$ cat config.mk
export PLATFORM = sky130hd
export DESIGN_NAME = time_set_input
export DESIGN_NICKNAME = d
export VERILOG_FILES = /design/src/rtl/time_set_input.sv
export SDC_FILE = /design/constraint.sdc
export NUM_CORES = 1
export LEC_CHECK = 0
export CELL_PAD_IN_SITES_DETAIL_PLACEMENT = 0
export CELL_PAD_IN_SITES_GLOBAL_PLACEMENT = 1
export CORE_MARGIN = 3
export CORE_UTILIZATION = 49
export CTS_CLUSTER_SIZE = 28
export DETAILED_ROUTE_END_ITERATION = 8
export GPL_ROUTABILITY_DRIVEN = 0
export GPL_TIMING_DRIVEN = 0
export PLACE_DENSITY_LB_ADDON = 0.1
export SLEW_MARGIN = 10
export SYNTH_ARGS = -nofsm -noshare
export SYNTH_HDL_FRONTEND = slang
export SYNTH_SLANG_ARGS = --single-unit
$ cat constraint.sdc
create_clock -name clk -period 3.1 [get_ports clk]
set_clock_uncertainty 0.2 [all_clocks]
set_input_delay 0.31 -clock clk [delete_from_list [all_inputs] [get_ports clk]]
set_output_delay 0.31 -clock clk [all_outputs]
set_load 0.05 [all_outputs]
$ cat src/rtl/time_set_input.sv
// Set-time front end: synchronizes and debounces the mode switch and hour
// buttons, then turns button presses into inc/dec strobes with auto-repeat.
module time_set_input #(
   parameter int DEBOUNCE_CYC = 1000000,
   parameter int HOLD_CYC     = 25000000,
   parameter int REPEAT_CYC   = 5000000,
   parameter int CNT_W        = 25
) (
   input  logic clk,
   input  logic reset,
   input  logic sw,
   input  logic button1,
   input  logic button2,
   output logic set_mode,
   output logic btn1_level,
   output logic btn2_level,
   output logic inc_pulse,
   output logic dec_pulse
);

   localparam logic [CNT_W-1:0] DB_TC   = CNT_W'(DEBOUNCE_CYC - 1);
   localparam logic [CNT_W-1:0] HOLD_TC = CNT_W'(HOLD_CYC - 1);
   localparam logic [CNT_W-1:0] REP_TC  = CNT_W'(REPEAT_CYC - 1);

   typedef enum logic [1:0] {IDLE, DELAY, REPEAT, LOCK} state_t;

   // bit 0 = sw, bit 1 = button1, bit 2 = button2
   logic [2:0]       raw;
   logic [2:0]       s1_q, s2_q;
   logic [2:0]       lvl_q, lvl_d;
   logic [CNT_W-1:0] dbc_q [3];
   logic [CNT_W-1:0] dbc_d [3];
   logic [2:1]       prev_q;

   state_t           state_q, state_d;
   logic [CNT_W-1:0] cnt_q, cnt_d;
   logic             dir_q, dir_d;
   logic             inc_q, inc_d;
   logic             dec_q, dec_d;

   logic             set_lvl, press1, press2;
   logic             held, other, hold_ok;
   logic [CNT_W-1:0] tc;

   assign raw = {button2, button1, sw};

   always_comb begin
      for (int i = 0; i < 3; i++) begin
         lvl_d[i] = lvl_q[i];
         dbc_d[i] = '0;
         if (s2_q[i] != lvl_q[i]) begin
            if (dbc_q[i] == DB_TC) lvl_d[i] = s2_q[i];
            else dbc_d[i] = dbc_q[i] + 1'b1;
         end
      end
   end

   always_ff @(posedge clk or negedge reset) begin
      if (!reset) begin
         s1_q   <= '0;
         s2_q   <= '0;
         lvl_q  <= '0;
         prev_q <= '0;
         for (int i = 0; i < 3; i++) dbc_q[i] <= '0;
      end else begin
         s1_q   <= raw;
         s2_q   <= s1_q;
         lvl_q  <= lvl_d;
         prev_q <= lvl_q[2:1];
         for (int i = 0; i < 3; i++) dbc_q[i] <= dbc_d[i];
      end
   end

   assign set_lvl = lvl_q[0];
   assign press1  = lvl_q[1] & ~prev_q[1];
   assign press2  = lvl_q[2] & ~prev_q[2];
   assign held    = dir_q ? lvl_q[2] : lvl_q[1];
   assign other   = dir_q ? lvl_q[1] : lvl_q[2];
   assign hold_ok = set_lvl & held & ~other;
   assign tc      = (state_q == DELAY) ? HOLD_TC : REP_TC;

   always_ff @(posedge clk or negedge reset) begin
      if (!reset) begin
         state_q <= IDLE;
         cnt_q   <= '0;
         dir_q   <= 1'b0;
         inc_q   <= 1'b0;
         dec_q   <= 1'b0;
      end else begin
         state_q <= state_d;
         cnt_q   <= cnt_d;
         dir_q   <= dir_d;
         inc_q   <= inc_d;
         dec_q   <= dec_d;
      end
   end

   always_comb begin
      state_d = state_q;
      unique case (state_q)
         IDLE: begin
            if (set_lvl) begin
               if (press1 & ~lvl_q[2]) state_d = DELAY;
               else if (press2 & ~lvl_q[1]) state_d = DELAY;
               else if (press1 | press2) state_d = LOCK;
            end
         end
         DELAY, REPEAT: begin
            if (!set_lvl || !held) state_d = IDLE;
            else if (other) state_d = LOCK;
            else if (state_q == DELAY && cnt_q == HOLD_TC) state_d = REPEAT;
         end
         LOCK: begin
            if (!set_lvl || (!lvl_q[1] && !lvl_q[2])) state_d = IDLE;
         end
         default: state_d = IDLE;
      endcase
   end

   // release, mode exit and the other button all override a terminal count
   always_comb begin
      cnt_d = '0;
      dir_d = dir_q;
      inc_d = 1'b0;
      dec_d = 1'b0;
      unique case (state_q)
         IDLE: begin
            if (set_lvl && press1 && !lvl_q[2]) begin
               inc_d = 1'b1;
               dir_d = 1'b0;
            end else if (set_lvl && press2 && !lvl_q[1]) begin
               dec_d = 1'b1;
               dir_d = 1'b1;
            end
         end
         DELAY, REPEAT: begin
            if (hold_ok) begin
               if (cnt_q == tc) begin
                  inc_d = ~dir_q;
                  dec_d = dir_q;
               end else begin
                  cnt_d = cnt_q + 1'b1;
               end
            end
         end
         default: ;
      endcase
   end

   assign set_mode   = lvl_q[0];
   assign btn1_level = lvl_q[1];
   assign btn2_level = lvl_q[2];
   assign inc_pulse  = inc_q;
   assign dec_pulse  = dec_q;

endmodule
Yosys cells after proc, flatten, opt, wreduce, memory -nomap -nowiden
Index checks and enable logic that the tools add are counted.
- $add $sub $neg: 4
- equality and inequality tests: 15
- multiplexer cells: 32
- bitwise logic cells: 13
- reductions and logical operators: 20
- operators with widths (cell ; count):
    $mux W25 ; 10
    $add A25 B1 Y25 const B ; 4
    $eq A25 B20 Y1 const B ; 3
    $eq A25 B25 Y1 ; 1
    $eq A25 B25 Y1 const B ; 1
    $mux W2 ; 8
    $mux W1 ; 11
    $ne A4 B4 Y1 const B ; 2
    $reduce_and A2 Y1 ; 4
    $and A1 B1 Y1 ; 6
    $logic_and A1 B1 Y1 ; 6
    $not A1 Y1 ; 6
    $pmux W2 S3 ; 1
    $eq A2 B2 Y1 const B ; 2
    $logic_not A1 Y1 ; 4
    $ne A2 B2 Y1 const B ; 2
    $pmux W1 S2 ; 2
    $reduce_and A4 Y1 ; 1
    $ne A1 B1 Y1 ; 3
    $eq A2 B1 Y1 const B ; 1
    $logic_not A2 Y1 ; 1
    $logic_or A1 B1 Y1 ; 2
    $reduce_bool A2 Y1 ; 1
    $reduce_or A2 Y1 ; 1
    $or A1 B1 Y1 ; 1
- flip-flop bits (word level): 116
- input bits: 5
- output and inout bits: 5
- logic and storage cells: 98

Longest topological paths before layout
Gate-level depths: netlist of the first run.
- word-level depth: 8
- gate-level depth with buffers: 8
- gate-level depth less buffers: 7

Least setup slack after synthesis of the first run
No wires, ideal clock.
- kind: flip-flop to flip-flop
- from: register lvl_q[2]
- to: register state_q[1]
- setup time: 0.125 ns
- arrival: 1.919 ns
- path slack: 0.856 ns
- cell stages (with the launch flop): 7
- buffers on the path: 1
- clock period less this slack: 2.244 ns
- cell sequence: dfrtp_1 clkbuf_1 or2_2 a21oi_1 o211ai_1 o21ai_1 mux2_2
- longest elaborated chain between the ends: 6
- elaborated cells between the ends (all ways): 22
- those cells by class: 3 x eq/ne; 8 x mux; 5 x bitwise; 6 x reduce/logical
- ends and longest elaborated chain (what ; line ; RTL):
    from (decl) ; 30 ; logic [2:0] lvl_q, lvl_d;
    from (signal assigned) ; 68 ; lvl_q <= lvl_d;
    $and A1 B1 Y1 ; 76 ; assign press2 = lvl_q[2] & ~prev_q[2];
    $and A1 B1 Y1 ; 104 ; else if (press2 & ~lvl_q[1]) state_d = DELAY;
    $mux W2 ; 104 ;
    $mux W2 ; 103 ; if (press1 & ~lvl_q[2]) state_d = DELAY;
    $mux W2 ; 102 ; if (set_lvl) begin
    $pmux W2 S3 ; 100 ; unique case (state_q)
    to (signal assigned) ; 90 ; state_q <= state_d;
    to (decl) ; 35 ; state_t state_q, state_d;
Parallel ways exist; a longest one is shown, timed or not. The select of a mux whose other input is x is not followed.
A chain may end at the register's enable or synchronous reset.

Final worst setup path of the first run
- from: register state_q[1]
- to: register dec_q, in the netlist dec_pulse
- longest elaborated chain between the ends: 6
- elaborated cells between the ends (all ways): 9
- those cells by class: 3 x eq/ne; 4 x mux; 2 x reduce/logical
- ends and longest elaborated chain (what ; line ; RTL):
    $eq A2 B1 Y1 ; 80, 126 ;
    $mux W25 ; 80 ; assign tc = (state_q == DELAY) ? HOLD_TC : REP_TC;
    $eq A25 B25 Y1 ; 138 ; if (cnt_q == tc) begin
    $mux W1 ; 138 ;
    $mux W1 ; 137 ; if (hold_ok) begin
    $pmux W1 S2 (*) ; 126 ; unique case (state_q)
    named net dec_d ; 39 ; logic dec_q, dec_d;
    to (signal assigned) ; 88 ; dec_q <= 1'b0;
    to (signal assigned) ; 94 ; dec_q <= dec_d;
    to (decl) ; 39 ;
The timed path passes the listed nets; every way through them passes the cells marked *.

==> results.md, run 1 <==
Run status:
- The flow ran to the end, and the final reports show no timing, DRC or antenna violations.

Timing:
- In this run the tightest slew margin relative to its limit is 0.344.
- The highest clock frequency the design can meet is about 400 MHz.
- Setup violations remaining at the end of the flow were counted as 0.
- The final clock period utilization by the worst path is 0.804.
- At the pin with the least slew margin, the transition time is ~1 ns.
- The smallest clock period supported by the final layout is computed as roughly 2.5 ns.
- The final hold violation count is 0.
- Setup repair after global routing left no endpoint under its margin.
- The number of max-slew violations in the final report is 0.

Global route:
- The total congestion overflow after global routing is 0.
- The met1 routing resource usage after global routing is 0.246.
- Entering global routing, the biggest net connects a little under 70 pins.
- The initial antenna violation count was 0.
- The met3 capacity usage during global routing is 0.0540.
- The busiest layer in global routing is met2.
- The wire length of the first global-routing pass is 19100 µm.
- For met2 alone, demand over resource in global routing was 0.288.
- The number of global-route vias before repair is slightly above 4000.
- Across every metal layer, demand over resource in global routing totals 0.184.

Cells and area:
- The area of all placed cells without fillers is between 6000 and 7000 µm².
- The number of antenna diodes in the final layout is 0.
- The post-layout net count is approximately 610.
- The area added between synthesis and finish is 15.9%.
- Of the cells placed in the final design, the portion with a size suffix greater than 1 is 0.0931.
- For this run, the share of the core covered by cells in the final layout is 0.593.
- For this run, the number of standard cells in the final layout without fillers is approximately 750.
- The most frequent standard cell in the layout excluding fill and tap cells is sky130_fd_sc_hd__dfrtp_1.
- In the layout the commonest cells are sky130_fd_sc_hd__dfrtp_1, sky130_fd_sc_hd__nor2_1, sky130_fd_sc_hd__xor2_1.

Floorplanning:
- The area inside the core boundary is between 10000 and 15000 µm².
- The die outline height is about 110 µm.
- The width of the die is between 100 and 150 µm.
- For this configuration, the core starts out at a cell density of 0.512.
- The number of placed I/O pins is 10.
- The placement row count is 38.
- The die covers approximately 13000 µm².

Worst setup path:
- The library cell contributing the largest single delay on the critical path is sky130_fd_sc_hd__a2111o_1.
- The number of buffers and inverters on the critical path is 1.
- On the critical path the largest part of the delay comes from simple AND/OR/NAND/NOR gates.
- The critical-path maximum fanout is 5.
- The signal on the critical path passes through inv_1 -> ha_1 -> nor4_1 -> nand4_1 -> a2111o_1 -> or4_1 -> o41ai_1.
- STA classifies the critical path startpoint as a flip-flop.
- STA puts the critical path data required time at around 3.1 ns.
- The delay contributed by the slowest stage of the critical path is about 0.47 ns.
- The data arrival time of the worst path is 2.53 ns.
- STA classifies the critical path endpoint as a flip-flop.
- The critical path in this run is classified as flip-flop to flip-flop.

Clock network:
- The clock latency reported for the late side of the worst-skew pair is a little over 0.4 ns.
- The CTS buffer count is 17.
- The clock edge transition at the registers on the reported setup and hold paths is 0.05 ns.
- In this run the clock root is driven by a sky130_fd_sc_hd__clkbuf_16.
- The number of levels the H-tree was split into is 4.
- The clock passes through at most 2 buffers.
- The clock sink total is approximately 120.
- The number of setup buffers added after CTS is 0.
- The clock tree from TritonCTS is yes.

Route:
- The total via count in the routed design is 4051.
- The detailed-route vias per instance is 5.39.
- The routed wire length is 10700 µm.
- The first-pass iteration count of the detailed router is 4.
- The routed wire length per instance is approximately 14 µm.
- For this block, the initial DRC count from the detailed router was about 230.
- After detailed routing, the number of remaining DRC violations is 0.
- The count of nets left with antenna violations once routing finished came out at 0.

Place:
- Detailed placement ended at an HPWL of 7210 µm.
- The placed cell area is 5940 µm².
- The count of buffers from port buffering is 9.
- The count of placed standard cells including taps is 719.

Synthesis:
- Of all flip-flops after synthesis, the portion carrying an async set or reset was 1.00.
- The post-synthesis area per instance is 9.92 µm².
- The number of instances in the synthesized netlist is roughly 570.
- The count of yosys warnings during synthesis is 0.
- For this run, the leading register cell type out of synthesis is sky130_fd_sc_hd__dfrtp_1.
- Summing every instance area after synthesis gives approximately 5600 µm².
- In this run, synthesis inferred 0 flip-flops with an integrated enable.
- After synthesis the netlist holds a flip-flop and latch count of approximately 120.
- For this run, the register share of the synthesized area comes to 0.514.
- Counting every net in the synthesized netlist gives slightly below 600.
- In this run, distinct cell masters in the synthesized netlist total 42.

Pwr:
- IR analysis of the VDD net gives a maximum drop of about 510 µV.
- The analysis attributes to cell leakage a power of between 2 and 3 nW.
- The design draws 3.58 mW.
- The power per cell area is around 550 nW/µm².

Min path:
- The class of the most critical hold timing path is primary input to flip-flop.

Run:
- The count of max-cap constraint violations is 0.
==> through the flow <==
stage / TNS [ns] / hold slack, ns / worst slack, ns
2_1_floorplan: 0 / -0.186 / 0.856
3_3_place_gp: -340.90 / 0.136 / -2.95
3_5_place_dp: 0 / 0.0786 / 0.663
4_1_cts: 0 / 0.116 / 0.619
5_1_grt: 0 / 0.121 / 0.465
6_report: 0 / 0.137 / 0.607
==> sequential cells by signal (all words and copies together) (netlist names) <==
name and cells:
dir_q 1, lvl_q 3, dec_pulse 1, prev_q 2, state_q 2, s2_q 3, dbc_q 75, inc_pulse 1
cnt_q 25, s1_q 3
==> cells in the mapped netlist (7+ instances only) <==
master / number / area share
sky130_fd_sc_hd__nand3_1: 45 / 0.040
sky130_fd_sc_hd__inv_1: 8 / 0.0053
sky130_fd_sc_hd__buf_2: 10 / 0.0089
sky130_fd_sc_hd__and3_1: 14 / 0.016
sky130_fd_sc_hd__nor3_1: 11 / 0.0098
sky130_fd_sc_hd__xnor2_1: 26 / 0.040
sky130_fd_sc_hd__clkbuf_1: 7 / 0.0047
sky130_fd_sc_hd__nand4_1: 33 / 0.037
sky130_fd_sc_hd__dfrtp_1: 116 / 0.51
sky130_fd_sc_hd__nor2_1: 114 / 0.076
sky130_fd_sc_hd__nand2_1: 34 / 0.023
sky130_fd_sc_hd__nor4_1: 11 / 0.012
sky130_fd_sc_hd__xor2_1: 66 / 0.10
sky130_fd_sc_hd__ha_1: 9 / 0.020
==> worst paths after layout <==
path	start	to	slack, ns	depth (start not counted)
max	state_q[1]	dec_pulse	0.61	7
min	button2	s1_q[2]	0.14	1
min reg2reg	s1_q[2]	s2_q[2]	0.15	0
max reg2reg	state_q[1]	dec_pulse	0.61	7
max in group asynchronous	reset	dbc_q[54]	1.81	3
min in group asynchronous	reset	dbc_q[63]	0.21	2
==> worst reg2reg max path: stages (launching register included) <==
cell and delay, ns:
sky130_fd_sc_hd__dfrtp_1 0.41, sky130_fd_sc_hd__inv_1 0.08, sky130_fd_sc_hd__ha_1 0.25, sky130_fd_sc_hd__nor4_1 0.24
sky130_fd_sc_hd__nand4_1 0.13, sky130_fd_sc_hd__a2111o_1 0.47, sky130_fd_sc_hd__or4_1 0.42, sky130_fd_sc_hd__o41ai_1 0.13
==> report_power, final <==
group | internal, mW | switching, mW | leakage, nW
sequential | 1.53 | 0.0123 | 1.60
combinational | 0.0237 | 0.0553 | 0.891
clock | 1.30 | 0.661 | 0.290
total | 2.85 | 0.729 | 2.78
==> layer usage <==
layer / vias to the layer above / wire length, µm
met4: 0 / 46
met3: 6 / 309
met1: 1977 / 5330
met2: 39 / 4970
met5: - / 0
li1: 2029 / -
==> logic make-up after synthesis <==
kind of cell / Yosys count / synth area share
flops: 116 / 0.514
simple gates: 300 / 0.266
xor+xnor: 92 / 0.143
fa+ha+maj: 9 / 0.0200
mux: 7 / 0.0137
buf+inv: 25 / 0.0188
compound gates: 20 / 0.0244
==> final cells by class <==
cell class	count	area [µm²]
fillers	962	4490
multi-input cells	428	2630
well taps	140	175
repair buffers	11	129
inverters	8	30.0
plain buffers	17	76.3
clock buffers	22	464
clock inverters	10	130
flip-flops and latches	116	2900
==> what timing repair did <==
item                                   in CTS  in global routing
endpoints found under the hold margin      48                  0
resized for setup                           0                  0
hold buffers                                1                  0
No activity file was read; power rests on OpenSTA's default activity.
==> run 2: changes to the inputs <==
clock period = 2.5 ns   (was 3.1 ns; I/O delays follow)
==> results.md, run 2 (synthesis gave the netlist of run 1 again) <==
Cells and area:
- The share of the core filled with cells in the final layout is 0.597.
- Leaving out fill and tap cells, the most frequent cells in the layout are sky130_fd_sc_hd__dfrtp_1, sky130_fd_sc_hd__nor2_1, sky130_fd_sc_hd__xor2_1.
- Relative to the synthesized area, the layout overhead comes to 16.7%.
- The largest registers in the layout are dbc_q x75, cnt_q x25.
- The post-layout net count is a little over 600.
- The most frequent standard cell in the layout excluding fill and tap cells is sky130_fd_sc_hd__dfrtp_1.
- The fraction of layout instances using a drive strength above 1 is 0.104.
- The number of fill cells is 961.
- The flip-flop count of the largest register after layout is between 70 and 80.
- Counting flops per register, the top entry is dbc_q.
- The number of antenna diodes in the final layout is 0.

Clock network:
- The clock tree from TritonCTS is yes.
- At the later pin of the worst-skew pair, clock insertion delay measures approximately 0.4 ns.
- In this run, CTS created clock tree buffers numbering 17.
- In this run the deepest clock path goes through 2 buffers.
- The tree is rooted in a sky130_fd_sc_hd__clkbuf_16.
- The clock edge transition at the registers on the reported setup and hold paths is approximately 0.050 ns.
- The number of levels the H-tree was split into is 4.
- The clock sink total is between 100 and 150.

Pwr:
- The static leakage is ~2.8 nW.
- The part of the power in combinational logic is 0.022.
- The worst-case IR drop observed on VDD is roughly 640 µV.
- The internal power consumption is between 3 and 4 mW.
- The power per cell area is between 600 and 700 nW/µm².
- The switching part of the total is 0.204.
- Of the total power, registers draw 0.431.
- The clock share of power is 0.547.
- The switching power summed over all nets is about 0.91 mW.
- The total power is ~4.4 mW.

Worst setup path:
- The sort of element at the start of the critical path is a flip-flop.
- The largest individual stage delay along the critical path comes from the cell sky130_fd_sc_hd__a2111o_1.
- The delay contributed by the slowest stage of the critical path is 0.47 ns.
- Traced cell by cell, the critical path runs through inv_1 -> ha_2 -> nor4_2 -> nand4_1 -> a2111o_1 -> or4_1 -> o41ai_1.
- The data arrival time of the worst path is between 2 and 2.5 ns.
- The critical-path maximum fanout is 5.
- The number of cells on the worst reg-to-reg path is 7.
- STA classifies the critical path endpoint as a flip-flop.
- The worst register-to-register path ends at dec_pulse.
- The source of the worst register-to-register timing path is state_q[1].
- The setup path with the least slack is of type flip-flop to flip-flop.
- The register-to-register setup slack is 0.08 ns.
- Data on the critical path is required at its endpoint by between 2 and 3 ns.

Run status:
- The flow ran to the end, and the final reports show no timing, DRC or antenna violations.

Timing:
- Setup violations remaining at the end of the flow were counted as 0.
- The routed design could run at a clock period as short as around 2.4 ns.
- Setup repair after global routing could not meet its margin everywhere.
- The final hold slack is 0.0775 ns.
- The final hold violation count is 0.
- Of the available clock period, the critical path in the final layout requires 0.970.
- The actual slew at the worst max-slew pin is 0.976 ns.
- The slack of the critical path is about 0.076 ns.
- The number of max-slew violations in the final report is 0.
- The worst pin sits at a relative slew slack of 0.343.
- For this run, the top clock speed supported by timing is between 400 and 500 MHz.

Global route:
- In the global route stage, overall resource usage came out at 0.184.
- The largest net degree at the start of global routing is slightly below 70.
- The number of global-route vias before repair is between 4000 and 5000.
- The initial antenna violation count is 0.
- The first global-routing pass estimated ~19000 µm of wire.
- The total congestion overflow after global routing is 0.

Floorplanning:
- The placement row count is 38.
- Measured along the y axis, the die boundary spans 113 µm.
- The area inside the core boundary is 11000 µm².
- The die is approximately 110 µm wide.
- The starting density of the core is 0.512.
- During I/O placement, the number of pins put on the boundary was 10.
- The die covers 12800 µm².

Min path:
- The source of the worst hold timing path is button1.
- Along the worst hold path, the cell count comes to 1.
- For hold timing, the worst endpoint is s1_q[1].
- The path class of the tightest hold or removal check is primary input to flip-flop.

Route:
- Once detail routing completed, the nets flagged for antenna violations numbered 0.
- Dividing the detail-routed wire length by the instance count gives ~14 µm.
- In the routed design, unresolved DRC markers number 0.
- After detailed routing, the number of vias per cell comes to between 5 and 6.
- Wires add up to roughly 11000 µm.
- Across all layers, the routed design uses approximately 4100 vias.
- The first-pass iteration count of the detailed router is 4.
- The iteration-0 DRC count of the detailed router is 153.

Run:
- Max-cap violations in this run came to 0.

Place:
- Timing analysis after detailed placement gives a worst setup slack of about 0.063 ns.
- The count of buffers from port buffering is 9.
- The HPWL after detailed placement is approximately 7200 µm.
[run 2: how the worst max path moves through the flow]
stage               cells after the start          to       start
floorplan                               6  state_q[1]    lvl_q[2]
global route                            7   dec_pulse  state_q[1]
detailed placement                      7   dec_pulse  state_q[1]
global placement                        1   dbc_q[34]       reset
CTS                                     7   dec_pulse  state_q[1]
finish                                  7   dec_pulse  state_q[1]
[run 2: what timing repair did]
| item | 4_1_cts | 5_1_grt |
|---|---|---|
| gates resized for setup | 0 | 7 |
| setup endpoints to repair | 0 | 62 |
| buffers inserted | 0 | 2 |
| hold endpoints to repair | 48 | 0 |
| hold buffers | 1 | 0 |
[run 2: per-stage QoR]
step	setup TNS, ns	instance area (µm²)	instances
floorplan	0	5640	569
global placement	-403.54	5910	718
detailed placement	0	5940	719
CTS	0	6540	752
global route	-0.192	6580	754
finish	0	6580	754
[run 2: power groups by stage]
stage / sequential, mW / clock, mW / combinational, mW
floorplan: 1.94 / 0 / 0.0406
global route: 1.91 / 2.57 / 0.116
global placement: 1.94 / 0 / 0.0942
finish: 1.91 / 2.43 / 0.0979
detailed placement: 1.94 / 0 / 0.102
CTS: 1.91 / 2.48 / 0.103
[run 2: cell type report]
| type | instances | area [µm²] | area share |
|---|---|---|---|
| Inverter | 8 | 30.0 | 0.00456 |
| Timing Repair Buffer | 13 | 144 | 0.0219 |
| Clock buffer | 22 | 464 | 0.0705 |
| Sequential cell | 116 | 2900 | 0.441 |
| Buffer | 17 | 81.3 | 0.0124 |
| Clock inverter | 10 | 130 | 0.0198 |
| Tap cell | 140 | 175 | 0.0266 |
| Multi-Input combinational cell | 428 | 2660 | 0.403 |
[run 2: metal layers]
metal / vias up / global-route usage / routed length [µm]
li1: 2034 / - / -
met1: 1993 / 0.246 / 5270
met2: 44 / 0.288 / 4970
met3: 9 / 0.0540 / 313
met4: 0 / 0.0633 / 85
met5: - / 0 / 0
[run 2: worst max-delay path, delay by kind of cell (launching register included)]
| family | cells | cell delay [ns] |
|---|---|---|
| AND/OR/NAND/NOR | 3 | 0.75 |
| buffers and inverters | 1 | 0.09 |
| AO/OA/AOI/OAI | 2 | 0.60 |
| adder cells (fa/ha/maj) | 1 | 0.21 |
| flip-flops | 1 | 0.41 |
==> patch 1, RTL diff (config.mk and constraints of run 2) <==
Add an input register stage for `sw`, `button1` and `button2`, without a reset; this delays them by one clock.
--- a/src/rtl/time_set_input.sv
+++ b/src/rtl/time_set_input.sv
@@ -24,6 +24,16 @@
 
    typedef enum logic [1:0] {IDLE, DELAY, REPEAT, LOCK} state_t;
 
+   logic sw_q;
+   logic button1_q;
+   logic button2_q;
+
+   always_ff @(posedge clk) begin
+      sw_q      <= sw;
+      button1_q <= button1;
+      button2_q <= button2;
+   end
+
    // bit 0 = sw, bit 1 = button1, bit 2 = button2
    logic [2:0]       raw;
    logic [2:0]       s1_q, s2_q;
@@ -42,7 +52,7 @@
    logic             held, other, hold_ok;
    logic [CNT_W-1:0] tc;
 
-   assign raw = {button2, button1, sw};
+   assign raw = {button2_q, button1_q, sw_q};
 
    always_comb begin
       for (int i = 0; i < 3; i++) begin
Function: no difference found for any inputs over 10 cycles, from zero or initial values and one cycle with reset low; that may be too few to reach the edited logic, so the function may still have changed.
==> patch 1 against run 2 <==
The run now ends with negative setup slack left; via count unchanged; highest routed layer unchanged; largest power group unchanged; power increased by 7.3%; synthesized area increased by 0.71%; largest cell class unchanged; routed wire length increased by 2.6%; utilization increased by 1.7 points; die area increased by 0.67%; worst setup slack got worse by 79 ps; sequential cell count increased by 3; design area increased by 3.3%.
==> patch 1: results (changes against run 2) <==
| Metric | Value |
|---|---|
| Outcome | finished, violations left |
| Failing checks | negative setup slack |
| Yosys cell types | 44 (+4.8%) |
| RR Endpoint | state_q[0] |
| Power share of the clock group | 56.8% (+2.1 points) |
| Static Leak | 2.85 nW (+2.0%) |
| Met3 Use GR | 6.47% (+1.1 points) |
| Synth Area in Adders | 1.98% (-0.014 points) |
| Most common cell in the netlist | nor2_1 |
| Mux cell area share after synthesis | 1.21% (-0.16 points) |
| Total nets after synthesis | 590 (+1.2%) |
| Met1 GRT Util | 25.0% (+0.44 points) |
| Critical path endpoint | state_q[0] |
| GRT Util Overall | 18.9% (+0.53 points) |
| Layout cells sized above 1 | 11.3% (+0.92 points) |
| # setup viols final | 1 (+1) |
| First-pass GRT wire length | 19500 µm (+2.2%) |
| Final WS setup | -3.60 ps (-79.1 ps) |
| Post-Synth XOR/XNOR Area | 14.0% (-0.25 points) |
| Largest net degree at the start of global routing | 67 (-2.9%) |
| Critical Path Fanout Max | 2 (-3) |
| Switch Pwr | 0.000916 W (+1.2%) |
| Largest cells by area after synthesis | dfrtp_1 (51%), xor2_1 (9.4%), nor2_1 (7.7%) |
| Gate count of the mapped netlist | 576 (+1.2%) |
| Drt via density | 5.33 (-1.6%) |
| Met1 WL | 5390 µm (+2.2%) |
| Metal2 WL | 5100 µm (+2.5%) |
| Vias in the first global route | 4181 (+1.8%) |
| Comb power frac | 2.0% (-0.2 points) |
| Comb. pwr | 0.0000967 W (-1%) |
| End of the worst hold path | sw_q |
| FF-to-FF setup slack | -4 ps (-80 ps) |
| Total negative setup slack | -3.60 ps (-3.60 ps) |
| Synth async-reset ratio | 97.5% (-2.5 points) |
| Post-synthesis sequential area ratio | 52.1% (+0.69 points) |
| Met2 GRT Util | 29.5% (+0.73 points) |
| Layout Cells excl Fill | 766 (+1.6%) |
| Critical Path Slowest Stage Cell | or4b_4 |
| DR iter-0 viols | 240 (+57%) |
| WP data arrival | 2600 ps (+140 ps) |
| Placed Instances | 726 (+0.97%) |
| Fin nets | 627 (+2.0%) |
| Max_slew headroom | 45.4% (+11 points) |
| DRT Wirelength | 10900 µm (+2.6%) |
| CP Launch Point | cnt_q[10] |
| Hold_sp | sw |
| Placement Cell Area | 5980 µm² (+0.67%) |
| Hpwl dp | 7210 µm (about the same) |
| Synth Area in Compound Gates | 2.58% (+0.14 points) |
| Setup WS pre-CTS | -186 ps (-249 ps) |
| Post-synth top cells | nor2_1 (117), dfrtp_1 (116), xor2_1 (61) |
| VDD IR max | 860 µV (+35%) |
| Critical path's largest stage delay | 550 ps (+80 ps) |
[patch 1: cell types whose count changed after synthesis, moves of 4 or more]
cell      before  now
nor3_1        11   15
xnor2_1       26   30
clkbuf_1       7   15
buf_2         10    0
xor2_1        66   61
inv_1          8   12
[patch 1: timing repair]
| action | CTS | global route |
|---|---|---|
| buffers inserted | 4 | 4 |
| hold endpoints to repair | 50 | 0 |
| gates resized for setup | 10 | 18 |
| pin swaps | 3 | 2 |
| hold buffers | 1 | 0 |
| setup endpoints to repair | 66 | 91 |
| cloned | 0 | 0 |
[patch 1: logic make-up after synthesis]
group                    count (synthesis)
AND/OR/NAND/NOR                        299
AO/OA/AOI/OAI                           22
multiplexers                             6
XOR/XNOR                                91
adder cells (fa/ha/maj)                  9
flip-flops                             119
buffers and inverters                   30
[patch 1: cell type report]
type,count,share of cell area [%]
flip-flops and latches,119,43.6
multi-input cells,427,39.3
clock buffers,24,7.23
repair buffers,19,2.78
well taps,140,2.58
clock inverters,8,2.47
plain buffers,17,1.40
inverters,12,0.663
==> patch 2, RTL diff (settings of run 2) <==
Made on the original files. Set the parameter `HOLD_CYC` to 12500000 (it was 25000000).
--- a/src/rtl/time_set_input.sv
+++ b/src/rtl/time_set_input.sv
@@ -2,7 +2,7 @@
 // buttons, then turns button presses into inc/dec strobes with auto-repeat.
 module time_set_input #(
    parameter int DEBOUNCE_CYC = 1000000,
-   parameter int HOLD_CYC     = 25000000,
+   parameter int HOLD_CYC     = 12500000,
    parameter int REPEAT_CYC   = 5000000,
    parameter int CNT_W        = 25
 ) (
Function: same outputs for any inputs over 10 cycles, from zero or initial values and one cycle with reset low; that may be too few to reach the edited logic, so the function may still have changed.
==> patch 2 against run 2 <==
Power is 3.3% higher; routed wire length is 1.5% higher; critical path type unchanged; sequential cell count stayed put; design area is 1.1% higher; worst setup slack better by 22 ps; synthesized area is 0.38% higher; global-route usage is 0.11 points higher; count of clock-buffer cells in the layout is 1 higher; highest routed layer unchanged.
==> patch 2: results (changes against run 2) <==
| Metric | Value |
|---|---|
| Synth async-reset ratio | 100% (unchanged) |
| Total negative setup slack | 0 ps (unchanged) |
| Setup WS pre-CTS | -8.82 ps (-71.8 ps) |
| Met1 WL | 5330 µm (+1.2%) |
| Layout cells sized above 1 | 9.82% (-0.60 points) |
| Critical path's largest stage delay | 510 ps (+40 ps) |
| Routed wl met3 | 327 µm (+4.5%) |
| Post-DRT Antenna Nets | 0 (unchanged) |
| GRT Util Overall | 18.5% (+0.11 points) |
| Layout Cells excl Fill | 761 (+0.93%) |
| Highest routed layer | met4 |
| Post-synth top cells | nor2_1 (118), dfrtp_1 (116), xor2_1 (60) |
| Drt pass-1 iters | 5 (+1) |
| CTS root buffer | clkbuf_16 |
| Yosys cell types | 34 (-19%) |
| Initial antenna violation count | 0 (unchanged) |
| # port buffers | 9 (unchanged) |
| Reg clk slew, reported paths | 50 ps (about the same) |
| Largest net degree at the start of global routing | 62 (-10%) |
| Outcome | completed |
| Biggest regs | dbc_q (75), cnt_q (25) |
| Static Leak | 2.79 nW (-0.19%) |
| Largest cells by area after synthesis | dfrtp_1 (51%), xor2_1 (9.3%), nor2_1 (7.8%) |
| Vias | 4084 (+0.098%) |
| Top_reg_cell synth | dfrtp_1 |
| Total nets after synthesis | 594 (+1.9%) |
| Slew @ Worst Pin | 745 ps (-232 ps) |
| Worst skew pair latency | 410 ps (about the same) |
| DR iter-0 viols | 233 (+52%) |
| Gate count of the mapped netlist | 580 (+1.9%) |
| Placed Instances | 730 (+1.5%) |
| Fin nets | 623 (+1.3%) |
| Total CTS buffers | 17 (unchanged) |
| Hpwl dp | 7280 µm (+0.85%) |
| Placement Cell Area | 5960 µm² (+0.36%) |
| Met3 Use GR | 5.68% (+0.28 points) |
| Post-synthesis sequential area ratio | 51.2% (-0.19 points) |
| First-pass GRT wire length | 19100 µm (+0.33%) |
| Met1 GRT Util | 25.4% (+0.82 points) |
| Hold crit path type | primary input to flip-flop |
| WP data arrival | 2530 ps (+70 ps) |
| Metal2 WL | 5010 µm (+0.87%) |
| Met2 GRT Util | 27.8% (-0.95 points) |
| DRT Wirelength | 10800 µm (+1.5%) |
| VDD IR max | 542 µV (-15%) |
| Critical Path Fanout Max | 5 (unchanged) |
| Critical Path Slowest Stage Cell | or4b_1 |
| H-tree depth | 4 (unchanged) |
-- patch 2: cell count changes in the layout (fill, tap and decap cells not counted), moves of 4 or more --
cell,change
clkinv_2,-4
nor2_1,+4
xnor2_1,+8
xor2_1,-6
nor3_1,+6
and3_1,-5
and4_1,+5
-- patch 2: cell families (layout without fill, tap and decap cells) --
group / Yosys count / after routing / synth area share (%)
AND/OR/NAND/NOR: 313 / 313 / 27.5
flip-flops: 116 / 116 / 51.2
XOR/XNOR: 94 / 94 / 14.5
buffers and inverters: 26 / 67 / 1.90
AO/OA/AOI/OAI: 17 / 17 / 1.83
adder cells (fa/ha/maj): 9 / 9 / 1.99
multiplexers: 5 / 5 / 0.950
-- patch 2: layout make-up --
type / count / area, µm²
buffer: 14 / 71.3
clock buffer: 23 / 488
clock inverter: 8 / 148
fill: 930 / 4420
inverter: 11 / 41.3
multi-input combinational: 438 / 2700
sequential: 116 / 2900
tap: 140 / 175
timing repair buffer: 11 / 129
-- patch 2: path summary, 6_finish.rpt --
check	start	end	slack, ps	cells past startpoint
worst min register to register	s1_q[0]	s2_q[0]	150	0
worst max-delay path	state_q[1]	inc_pulse	100	6
min in group asynchronous	reset	cnt_q[21]	180	2
worst min-delay path	button2	s1_q[2]	80	1
max in group asynchronous	reset	dbc_q[56]	1240	3
worst max register to register	state_q[1]	inc_pulse	100	6
-- patch 2: report_power, final --
group	total [W]	switching [W]	internal, W
Clock	0.00258	0.000812	0.00177
Sequential	0.00191	0.0000147	0.00190
Combinational	0.0000975	0.0000675	0.0000301
Total	0.00459	0.000894	0.00369
-- patch 2: repair_timing --
action                                  CTS  global route
endpoints found under the setup margin   20            66
pin swaps                                 0             1
resized for setup                         2            13
hold buffers                              1             0
hold endpoints to repair                 55             0
setup buffers                             0             0
